### src/rtl/eth_motor_cmd_parser_if.sv
// Byte stream in and decoded command out for the motor command parser.
// The parser uses the slave modport; the stream source and command sink use master.
interface eth_motor_cmd_parser_if #(
    parameter int MAX_ARG_BYTES = 8
);
    logic                       ETH_MOTOR_TVALID;
    logic                       ETH_MOTOR_TREADY;
    logic                       ETH_MOTOR_TLAST;
    logic [7:0]                 ETH_MOTOR_TDATA;
    logic                       CMD_VALID;
    logic                       CMD_READY;
    logic [7:0]                 CMD_CODE;
    logic [3:0]                 CMD_LEN;
    logic [MAX_ARG_BYTES*8-1:0] CMD_ARG;

    modport slave (
        input  ETH_MOTOR_TVALID,
        input  ETH_MOTOR_TLAST,
        input  ETH_MOTOR_TDATA,
        output ETH_MOTOR_TREADY,
        output CMD_VALID,
        output CMD_CODE,
        output CMD_LEN,
        output CMD_ARG,
        input  CMD_READY
    );

    modport master (
        output ETH_MOTOR_TVALID,
        output ETH_MOTOR_TLAST,
        output ETH_MOTOR_TDATA,
        input  ETH_MOTOR_TREADY,
        input  CMD_VALID,
        input  CMD_CODE,
        input  CMD_LEN,
        input  CMD_ARG,
        output CMD_READY
    );
endinterface

### src/rtl/eth_motor_cmd_parser.sv
// Motor command frame parser: SYNC, CMD, LEN, args, XOR checksum.
// Optional counters GOOD_CNT/ERR_CNT are built when MOTOR_CMD_STATS_EN is defined.
module eth_motor_cmd_parser #(
    parameter int         MAX_ARG_BYTES = 8,
    parameter logic [7:0] SYNC_BYTE     = 8'hA5
) (
    input  logic                  CLK_125M,
    input  logic                  SYS_RST_N,
    eth_motor_cmd_parser_if.slave bus,
    output logic                  ERR_PULSE,
    output logic [2:0]            ERR_TYPE,
    output logic [15:0]           GOOD_CNT,
    output logic [15:0]           ERR_CNT
);
    localparam int         AW      = MAX_ARG_BYTES * 8;
    localparam logic [7:0] MAX_LEN = 8'(MAX_ARG_BYTES);

    typedef enum logic [2:0] {
        S_IDLE, S_CMD, S_LEN, S_ARG, S_CSUM, S_OUT, S_DRAIN
    } state_t;

    state_t          state_q, state_d;
    logic            rdy_q;
    logic [7:0]      code_q, acc_q;
    logic [3:0]      len_q, idx_q;
    logic [AW-1:0]   arg_q;
    logic            err_pulse_q;
    logic [2:0]      err_type_q;
    logic            err_v;
    logic [2:0]      err_c;
    logic            beat, last;
    logic [7:0]      data;

    assign data = bus.ETH_MOTOR_TDATA;
    assign last = bus.ETH_MOTOR_TLAST;
    assign beat = bus.ETH_MOTOR_TVALID && rdy_q;

    always_comb begin
        state_d = state_q;
        err_v   = 1'b0;
        err_c   = 3'd0;
        case (state_q)
            S_IDLE: if (beat) begin
                if (data == SYNC_BYTE) begin
                    state_d = S_CMD;
                end else begin
                    err_v   = 1'b1;
                    err_c   = 3'd1;
                    state_d = last ? S_IDLE : S_DRAIN;
                end
            end
            S_CMD: if (beat) begin
                if (last) begin
                    err_v   = 1'b1;
                    err_c   = 3'd3;
                    state_d = S_IDLE;
                end else begin
                    state_d = S_LEN;
                end
            end
            S_LEN: if (beat) begin
                // Oversize length wins over a premature TLAST
                if (data > MAX_LEN) begin
                    err_v   = 1'b1;
                    err_c   = 3'd2;
                    state_d = last ? S_IDLE : S_DRAIN;
                end else if (last) begin
                    err_v   = 1'b1;
                    err_c   = 3'd3;
                    state_d = S_IDLE;
                end else if (data == 8'd0) begin
                    state_d = S_CSUM;
                end else begin
                    state_d = S_ARG;
                end
            end
            S_ARG: if (beat) begin
                if (last) begin
                    err_v   = 1'b1;
                    err_c   = 3'd3;
                    state_d = S_IDLE;
                end else if (idx_q == len_q - 4'd1) begin
                    state_d = S_CSUM;
                end
            end
            S_CSUM: if (beat) begin
                if (data != acc_q) begin
                    err_v   = 1'b1;
                    err_c   = 3'd4;
                    state_d = last ? S_IDLE : S_DRAIN;
                end else if (!last) begin
                    err_v   = 1'b1;
                    err_c   = 3'd5;
                    state_d = S_DRAIN;
                end else begin
                    state_d = S_OUT;
                end
            end
            S_OUT: if (bus.CMD_READY) state_d = S_IDLE;
            S_DRAIN: if (beat && last) state_d = S_IDLE;
            default: state_d = S_IDLE;
        endcase
    end

    always_ff @(posedge CLK_125M or negedge SYS_RST_N) begin
        if (!SYS_RST_N) begin
            state_q     <= S_IDLE;
            rdy_q       <= 1'b0;
            code_q      <= '0;
            acc_q       <= '0;
            len_q       <= '0;
            idx_q       <= '0;
            arg_q       <= '0;
            err_pulse_q <= 1'b0;
            err_type_q  <= '0;
        end else begin
            state_q     <= state_d;
            rdy_q       <= (state_d != S_OUT);
            err_pulse_q <= err_v;
            if (err_v) err_type_q <= err_c;
            if (beat) begin
                case (state_q)
                    S_CMD: begin
                        code_q <= data;
                        acc_q  <= data;
                    end
                    S_LEN: begin
                        acc_q <= acc_q ^ data;
                        len_q <= data[3:0];
                        arg_q <= '0;
                        idx_q <= '0;
                    end
                    S_ARG: begin
                        acc_q <= acc_q ^ data;
                        idx_q <= idx_q + 4'd1;
                        for (int i = 0; i < MAX_ARG_BYTES; i++)
                            if (idx_q == 4'(i)) arg_q[i*8 +: 8] <= data;
                    end
                    default: ;
                endcase
            end
        end
    end

    assign bus.ETH_MOTOR_TREADY = rdy_q;
    assign bus.CMD_VALID        = (state_q == S_OUT);
    assign bus.CMD_CODE         = code_q;
    assign bus.CMD_LEN          = len_q;
    assign bus.CMD_ARG          = arg_q;
    assign ERR_PULSE            = err_pulse_q;
    assign ERR_TYPE             = err_type_q;

`ifdef MOTOR_CMD_STATS_EN
    logic [15:0] good_cnt_q, err_cnt_q;

    always_ff @(posedge CLK_125M or negedge SYS_RST_N) begin
        if (!SYS_RST_N) begin
            good_cnt_q <= '0;
            err_cnt_q  <= '0;
        end else begin
            if (bus.CMD_VALID && bus.CMD_READY && good_cnt_q != 16'hFFFF)
                good_cnt_q <= good_cnt_q + 16'd1;
            if (err_pulse_q && err_cnt_q != 16'hFFFF)
                err_cnt_q <= err_cnt_q + 16'd1;
        end
    end

    assign GOOD_CNT = good_cnt_q;
    assign ERR_CNT  = err_cnt_q;
`else
    assign GOOD_CNT = 16'd0;
    assign ERR_CNT  = 16'd0;
`endif
endmodule

### src/flat_wrapper.sv
// flat-port wrapper written by rule: the top's interface ports become plain ports
module eth_motor_cmd_parser_flat 
#(
    parameter int         MAX_ARG_BYTES = 8,
    parameter logic [7:0] SYNC_BYTE     = 8'hA5
)
  (CLK_125M, SYS_RST_N, ERR_PULSE, ERR_TYPE, GOOD_CNT, ERR_CNT, bus_ETH_MOTOR_TVALID, bus_ETH_MOTOR_TLAST, bus_ETH_MOTOR_TDATA, bus_ETH_MOTOR_TREADY, bus_CMD_VALID, bus_CMD_CODE, bus_CMD_LEN, bus_CMD_ARG, bus_CMD_READY);
  eth_motor_cmd_parser_if #(.MAX_ARG_BYTES(MAX_ARG_BYTES)) bus_i ();
  input  logic CLK_125M;
  input  logic SYS_RST_N;
  output logic ERR_PULSE;
  output logic [2:0] ERR_TYPE;
  output logic [15:0] GOOD_CNT;
  output logic [15:0] ERR_CNT;
  input wire logic [$bits(bus_i.ETH_MOTOR_TVALID)-1:0] bus_ETH_MOTOR_TVALID;
  input wire logic [$bits(bus_i.ETH_MOTOR_TLAST)-1:0] bus_ETH_MOTOR_TLAST;
  input wire logic [$bits(bus_i.ETH_MOTOR_TDATA)-1:0] bus_ETH_MOTOR_TDATA;
  output wire logic [$bits(bus_i.ETH_MOTOR_TREADY)-1:0] bus_ETH_MOTOR_TREADY;
  output wire logic [$bits(bus_i.CMD_VALID)-1:0] bus_CMD_VALID;
  output wire logic [$bits(bus_i.CMD_CODE)-1:0] bus_CMD_CODE;
  output wire logic [$bits(bus_i.CMD_LEN)-1:0] bus_CMD_LEN;
  output wire logic [$bits(bus_i.CMD_ARG)-1:0] bus_CMD_ARG;
  input wire logic [$bits(bus_i.CMD_READY)-1:0] bus_CMD_READY;
  assign bus_i.ETH_MOTOR_TVALID = bus_ETH_MOTOR_TVALID;
  assign bus_i.ETH_MOTOR_TLAST = bus_ETH_MOTOR_TLAST;
  assign bus_i.ETH_MOTOR_TDATA = bus_ETH_MOTOR_TDATA;
  assign bus_ETH_MOTOR_TREADY = bus_i.ETH_MOTOR_TREADY;
  assign bus_CMD_VALID = bus_i.CMD_VALID;
  assign bus_CMD_CODE = bus_i.CMD_CODE;
  assign bus_CMD_LEN = bus_i.CMD_LEN;
  assign bus_CMD_ARG = bus_i.CMD_ARG;
  assign bus_i.CMD_READY = bus_CMD_READY;
  eth_motor_cmd_parser #(.MAX_ARG_BYTES(MAX_ARG_BYTES), .SYNC_BYTE(SYNC_BYTE)) u_core (.CLK_125M(CLK_125M), .SYS_RST_N(SYS_RST_N), .bus(bus_i), .ERR_PULSE(ERR_PULSE), .ERR_TYPE(ERR_TYPE), .GOOD_CNT(GOOD_CNT), .ERR_CNT(ERR_CNT));
endmodule
### config.mk
export PLATFORM = sky130hd
export DESIGN_NAME = eth_motor_cmd_parser_flat
export DESIGN_NICKNAME = d
export VERILOG_FILES = /design/src/rtl/eth_motor_cmd_parser_if.sv /design/src/rtl/eth_motor_cmd_parser.sv /design/src/flat_wrapper.sv
export SDC_FILE = /design/constraint.sdc
export NUM_CORES = 1
export LEC_CHECK = 0
export BUFFER_PORTS_ARGS = -buffer_cell sky130_fd_sc_hd__buf_2
export CORE_MARGIN = 3
export CORE_UTILIZATION = 57
export CTS_CLUSTER_SIZE = 25
export DETAILED_ROUTE_END_ITERATION = 8
export PLACE_DENSITY_LB_ADDON = 0.1
export REMOVE_ABC_BUFFERS = 1
export SETUP_SLACK_MARGIN = 0.1
export SLEW_MARGIN = 20
export SYNTH_ARGS = -nofsm -noshare
export SYNTH_HDL_FRONTEND = slang
export SYNTH_SLANG_ARGS = --single-unit
export TNS_END_PERCENT = 5
### constraint.sdc
create_clock -name CLK_125M -period 3.1 [get_ports CLK_125M]
set_input_delay 0.31 -clock CLK_125M [delete_from_list [all_inputs] [get_ports CLK_125M]]
set_output_delay 0.31 -clock CLK_125M [all_outputs]
set_load 0.05 [all_outputs]
# Word level (Yosys, flattened, before mapping)
# Cells that the tools add are included.
# word_totals
register_bits	96
output_inout_bits	114
wordCells	115
# op_classes
addsub	2
n_lt_le_gt_ge	1
n_eq_ne	25
mux	49
n_bitwise	1
n_reduce_logical	21
# ops
op	count
one-hot mux 64 bit (2 select lines)	1
2-to-1 mux 3 bit	22
2-to-1 mux 8 bit	8
AND reduction 3 bit	8
one-hot mux 3 bit (7 select lines)	1
== test 4 x 3 -> 1 bit, second input constant	4
!= test 2 x 1 -> 1 bit, second input constant	8
one-hot mux 8 bit (2 select lines)	1
one-hot mux 3 bit (4 select lines)	1
2-to-1 mux 1 bit	10
== test 3 bit, second input constant	3
== test 4 x 2 -> 1 bit, second input constant	2
== test 8 bit, second input constant	1
> comparator 8 x 4 -> 1 bit, second input constant	1
logical NOT 8 bit	1
!= test 8 bit	1
one-hot mux 4 bit (2 select lines)	1
AND reduction 2 bit	4
bitwise XOR 8 bit	1
== test 3 x 2 -> 1 bit, second input constant	2
2-to-1 mux 2 bit	3
adder 4 x 1 -> 4 bit, second input constant	1
== test 4 x 1 -> 1 bit, second input constant	1
== test 4 bit	1
other kinds (9)	12

# Depth between registers and ports, before layout
# logic_depth
depth_word	7
mapped_depth	8
mapped_depth_nobuf	7

# Worst setup path after synthesis
# OpenSTA, ideal clock, no wires.
# synth_timing
path_kind	register to register
from	register u_core.len_q[0], in the netlist u_core.bus.CMD_LEN[0]
to	register u_core.rdy_q, in the netlist u_core.bus.ETH_MOTOR_TREADY
arrival_time_ps	1848
required_time_ps	2958
setup_slack_ps	1109
stages_incl_launch_ff	8
path_buffers	0
synth_period_minus_slack_ps	1991
cell_sequence	dfrtp_1 inv_1 ha_1 xor2_1 a41o_1 a22oi_1 a211oi_1 o211ai_1
# synth_between
elab_chain_len	7
# synth_rtl
element	line	text
start, declared	eth_motor_cmd_parser.sv:25	logic [3:0] len_q, idx_q;
start signal, assigned	eth_motor_cmd_parser.sv:129	len_q <= data[3:0];
subtractor 4 x 1 -> 4 bit	eth_motor_cmd_parser.sv:82	end else if (idx_q == len_q - 4'd1) begin
== test 4 bit	eth_motor_cmd_parser.sv:82	
2-to-1 mux 3 bit	eth_motor_cmd_parser.sv:82	
2-to-1 mux 3 bit	eth_motor_cmd_parser.sv:78	if (last) begin
2-to-1 mux 3 bit	eth_motor_cmd_parser.sv:77	S_ARG: if (beat) begin
one-hot mux 3 bit (7 select lines)	eth_motor_cmd_parser.sv:42	case (state_q)
!= test 3 bit	eth_motor_cmd_parser.sv:118	rdy_q <= (state_d != S_OUT);
end signal, assigned	eth_motor_cmd_parser.sv:118	
end, declared	eth_motor_cmd_parser.sv:23	logic rdy_q;
# Every way passes these cells.
# A chain may end at the register's enable or synchronous reset.

# Final worst setup path
# layout_timing
from	register u_core.state_q[2]
to	register u_core.arg_q[33], in the netlist u_core.bus.CMD_ARG[33]
# layout_between
elab_chain_len	3
word_cells_on_any_way	6
classes_between	3 x eq/ne; 1 x mux; 2 x reduce/logical
# layout_rtl
element	line	text
start, declared	eth_motor_cmd_parser.sv:22	state_t state_q, state_d;
start signal, assigned	eth_motor_cmd_parser.sv:117	state_q <= state_d;
== test 3 x 2 -> 1 bit	eth_motor_cmd_parser.sv:122	case (state_q)
!= test 2 x 1 -> 1 bit (no source line) / nonzero test 2 bit (equally long branches)	-	
AND reduction 3 bit (no source line)	-	
end signal, assigned by index	eth_motor_cmd_parser.sv:137	if (idx_q == 4'(i)) arg_q[i*8 +: 8] <= data;
end, declared	eth_motor_cmd_parser.sv:26	logic [AW-1:0] arg_q;
# Several ways; a longest one is shown, not always the timed one.

==> results.md <==
* Status: complete, no violations
* Initial antenna violation count at 0
* Transition time of the tightest slew-check pin at 0.985 ns
* RR Endpoint: u_core.bus.CMD_ARG[33]
* Worst-path fanout max at 18
* Antenna Nets Post-Route at 0
* Post_cts resized at 0
* Top_reg_cell synth: dfrtp_1
* Vias in the first global route at 3,391
* Pins Over Slew Limit at 0
* DRC at 0
* Die area at 0.00940 sq mm
* Period utilization at 0.747
* CP startpoint kind: flip-flop
* R2R cell count at 5
* Total global-route track usage at 0.222
* Max Cap Viol at 0
* GP Congestion at 0.884
* Commonest cells after routing, fill and taps aside: dfrtp_1, buf_2, o21ai_0
* Final HPWL from detailed placement at 7340 um
* Largest net degree at the start of global routing at 64
* # rows at 32
* Leak pwr at 2.66 nW
* Critical path data required time at 3.38 ns
* TritonCTS clock tree: built
* Worst skew pair latency at 0.36 ns
* CTS root buffer: clkbuf_8
* Detailed Routing Iterations Pass 1 at 4
* Maximum clock path buffer count at 2
* Area Growth Syn to Fin at 12.0%
* Core ar. at 0.00789 sq mm
* Fin Setup TNS at 0 ns
* Synth Warn # at 0
* Pwr/cell area at 703 mW/mm^2
* Cell count after synthesis at 471
* Hold Crit Class: in -> async
* Die H at 97.0 um
* Asr flop ratio synth at 1.00
* Num ports at 127
* Nets@finish at 564
* Layout Skew at 0.0116 ns
* Peak supply drop at 445 uV
* Clock transition at the registers of the reported paths at 0.10 ns
* Crit end category: flip-flop
* FILL cells at 659
* Via count at 3,633
* RSZ-0062 raised after global routing: false
* Initial DRC Count at 172
* Final worst path period need at 2.32 ns
* Synth cell types at 55
* Die Wd at 97.0 um
* Placed cell areas at 0.00505 sq mm
* First-pass GRT wire length at 17,200 um
* Setup Fix Bufs, Post-CTS at 0
* Reg-to-Reg Start: u_core.state_q[2]
* Layout cell share with drive strength beyond 1 at 0.254
* Syn_area_per_cell at 10.0 sq um
* Worst setup path class: reg -> reg
* Final Hold Viols at 0
* Wire per inst at 15.9 um
* Htree depth at 3
* Clock sinks at 96
* FF-to-FF setup slack at 0.78 ns
* IO Port Bufs at 94
* Crit path arrival time at 2.60 ns
* Sequential area share after synthesis at 0.509
* Overall routed net length at 10,400 um
* Most common cell after layout, fill and taps aside: dfrtp_1
* Peak Freq at 0.432 GHz
* Number of flops mapped to enable cells by yosys at 0
* Design area at 0.00528 sq mm
* Slew headroom at 0.344
* Antenna diode count at 0
* Via/cell ratio at 5.56
* Hold buffer count at CTS at 0
* Synth Register Bits at 96
* Final setup viols at 0
* Gr ovfl total at 0
* Number of clock buffers inserted by TritonCTS at 9
* Cell Area, Synth at 0.00472 sq mm
* Starting density of the core at 0.598
-- metal layers --
metal  global-route usage  part of all wire
met5                    0                 0
met4               0.0572             0.012
met3               0.0418             0.069
met2                0.365              0.49
met1                0.304              0.43
-- synthesized netlist by cell type, drive strengths merged (6+ instances only) --
master | instances | area share
a21oi | 21 | 0.024
nand3 | 59 | 0.063
mux2i | 9 | 0.019
nor4 | 6 | 0.014
o21ai | 71 | 0.075
clkbuf | 12 | 0.0095
buf | 54 | 0.080
mux2 | 8 | 0.019
dfrtp | 96 | 0.51
nand2 | 48 | 0.040
inv | 7 | 0.0056
xor2 | 10 | 0.019
-- critical path, stage by stage, from the launching register on --
cell and delay, ns:
dfrtp_1 0.72, nand4b_4 0.33, nor2_2 0.11, a21oi_1 0.80
nand2_1 0.15, o21ai_1 0.13
-- registers in the layout, summed over array words and instances (netlist names) --
register / cells
u_core.bus.CMD_ARG: 64
u_core.acc_q: 8
u_core.bus.CMD_CODE: 8
u_core.bus.CMD_LEN: 4
u_core.idx_q: 4
u_core.ERR_TYPE: 3
u_core.state_q: 3
u_core.ERR_PULSE: 1
u_core.bus.ETH_MOTOR_TREADY: 1
-- through the flow --
step	util	setup WS (ns)	total power, mW	hold slack [ns]	cells
2_1_floorplan	-	0.877	2.49	0.0144	436
3_3_place_gp	0.640	0.912	2.76	0.430	637
3_5_place_dp	0.640	0.849	2.78	0.430	637
4_1_cts	0.670	0.814	3.72	0.0409	653
5_1_grt	0.670	0.507	3.91	0.0600	653
6_report	0.670	0.785	3.71	0.00222	653
-- how the worst max path moves through the flow --
stage | from | endpoint | depth (start not counted)
2_1_floorplan | u_core.bus.ETH_MOTOR_TREADY | u_core.bus.CMD_ARG[12] | 4
3_3_place_gp | u_core.state_q[2] | u_core.bus.CMD_ARG[39] | 4
3_5_place_dp | u_core.state_q[2] | u_core.bus.CMD_ARG[39] | 4
4_1_cts | u_core.state_q[2] | u_core.bus.CMD_ARG[33] | 5
5_1_grt | u_core.state_q[2] | u_core.bus.CMD_ARG[39] | 4
6_report | u_core.state_q[2] | u_core.bus.CMD_ARG[33] | 5
-- cells by family (layout without fill, tap and decap cells) --
kind of cell               count (synthesis)  in the layout  share of synthesized area
other                                      1             32                   0.000795
and+or+nand+nor                          149            149                      0.176
DFF                                       96             96                      0.509
buffers and inverters                     73            122                     0.0955
adders and majority gates                  5              5                     0.0133
AOI/OAI and AO/OA                        116            116                      0.141
muxes                                     17             17                     0.0382
xor gates and xnor gates                  14             14                     0.0260
-- layout make-up --
class / instances / area [sq um] / area share
sequential: 96 / 2400 / 0.455
multi-input combinational: 333 / 1980 / 0.375
timing repair buffer: 99 / 510 / 0.0966
tap: 102 / 128 / 0.0242
inverter: 7 / 26.3 / 0.00497
clock buffer: 9 / 124 / 0.0234
clock inverter: 7 / 111 / 0.0211
-- power by group --
group	internal, mW	leakage [nW]	switching (mW)
clock network	0.472	0.118	0.474
logic	0.370	1.24	0.835
registers	1.39	1.30	0.170
total	2.23	2.66	1.48
(Power assumes the default switching activity.)
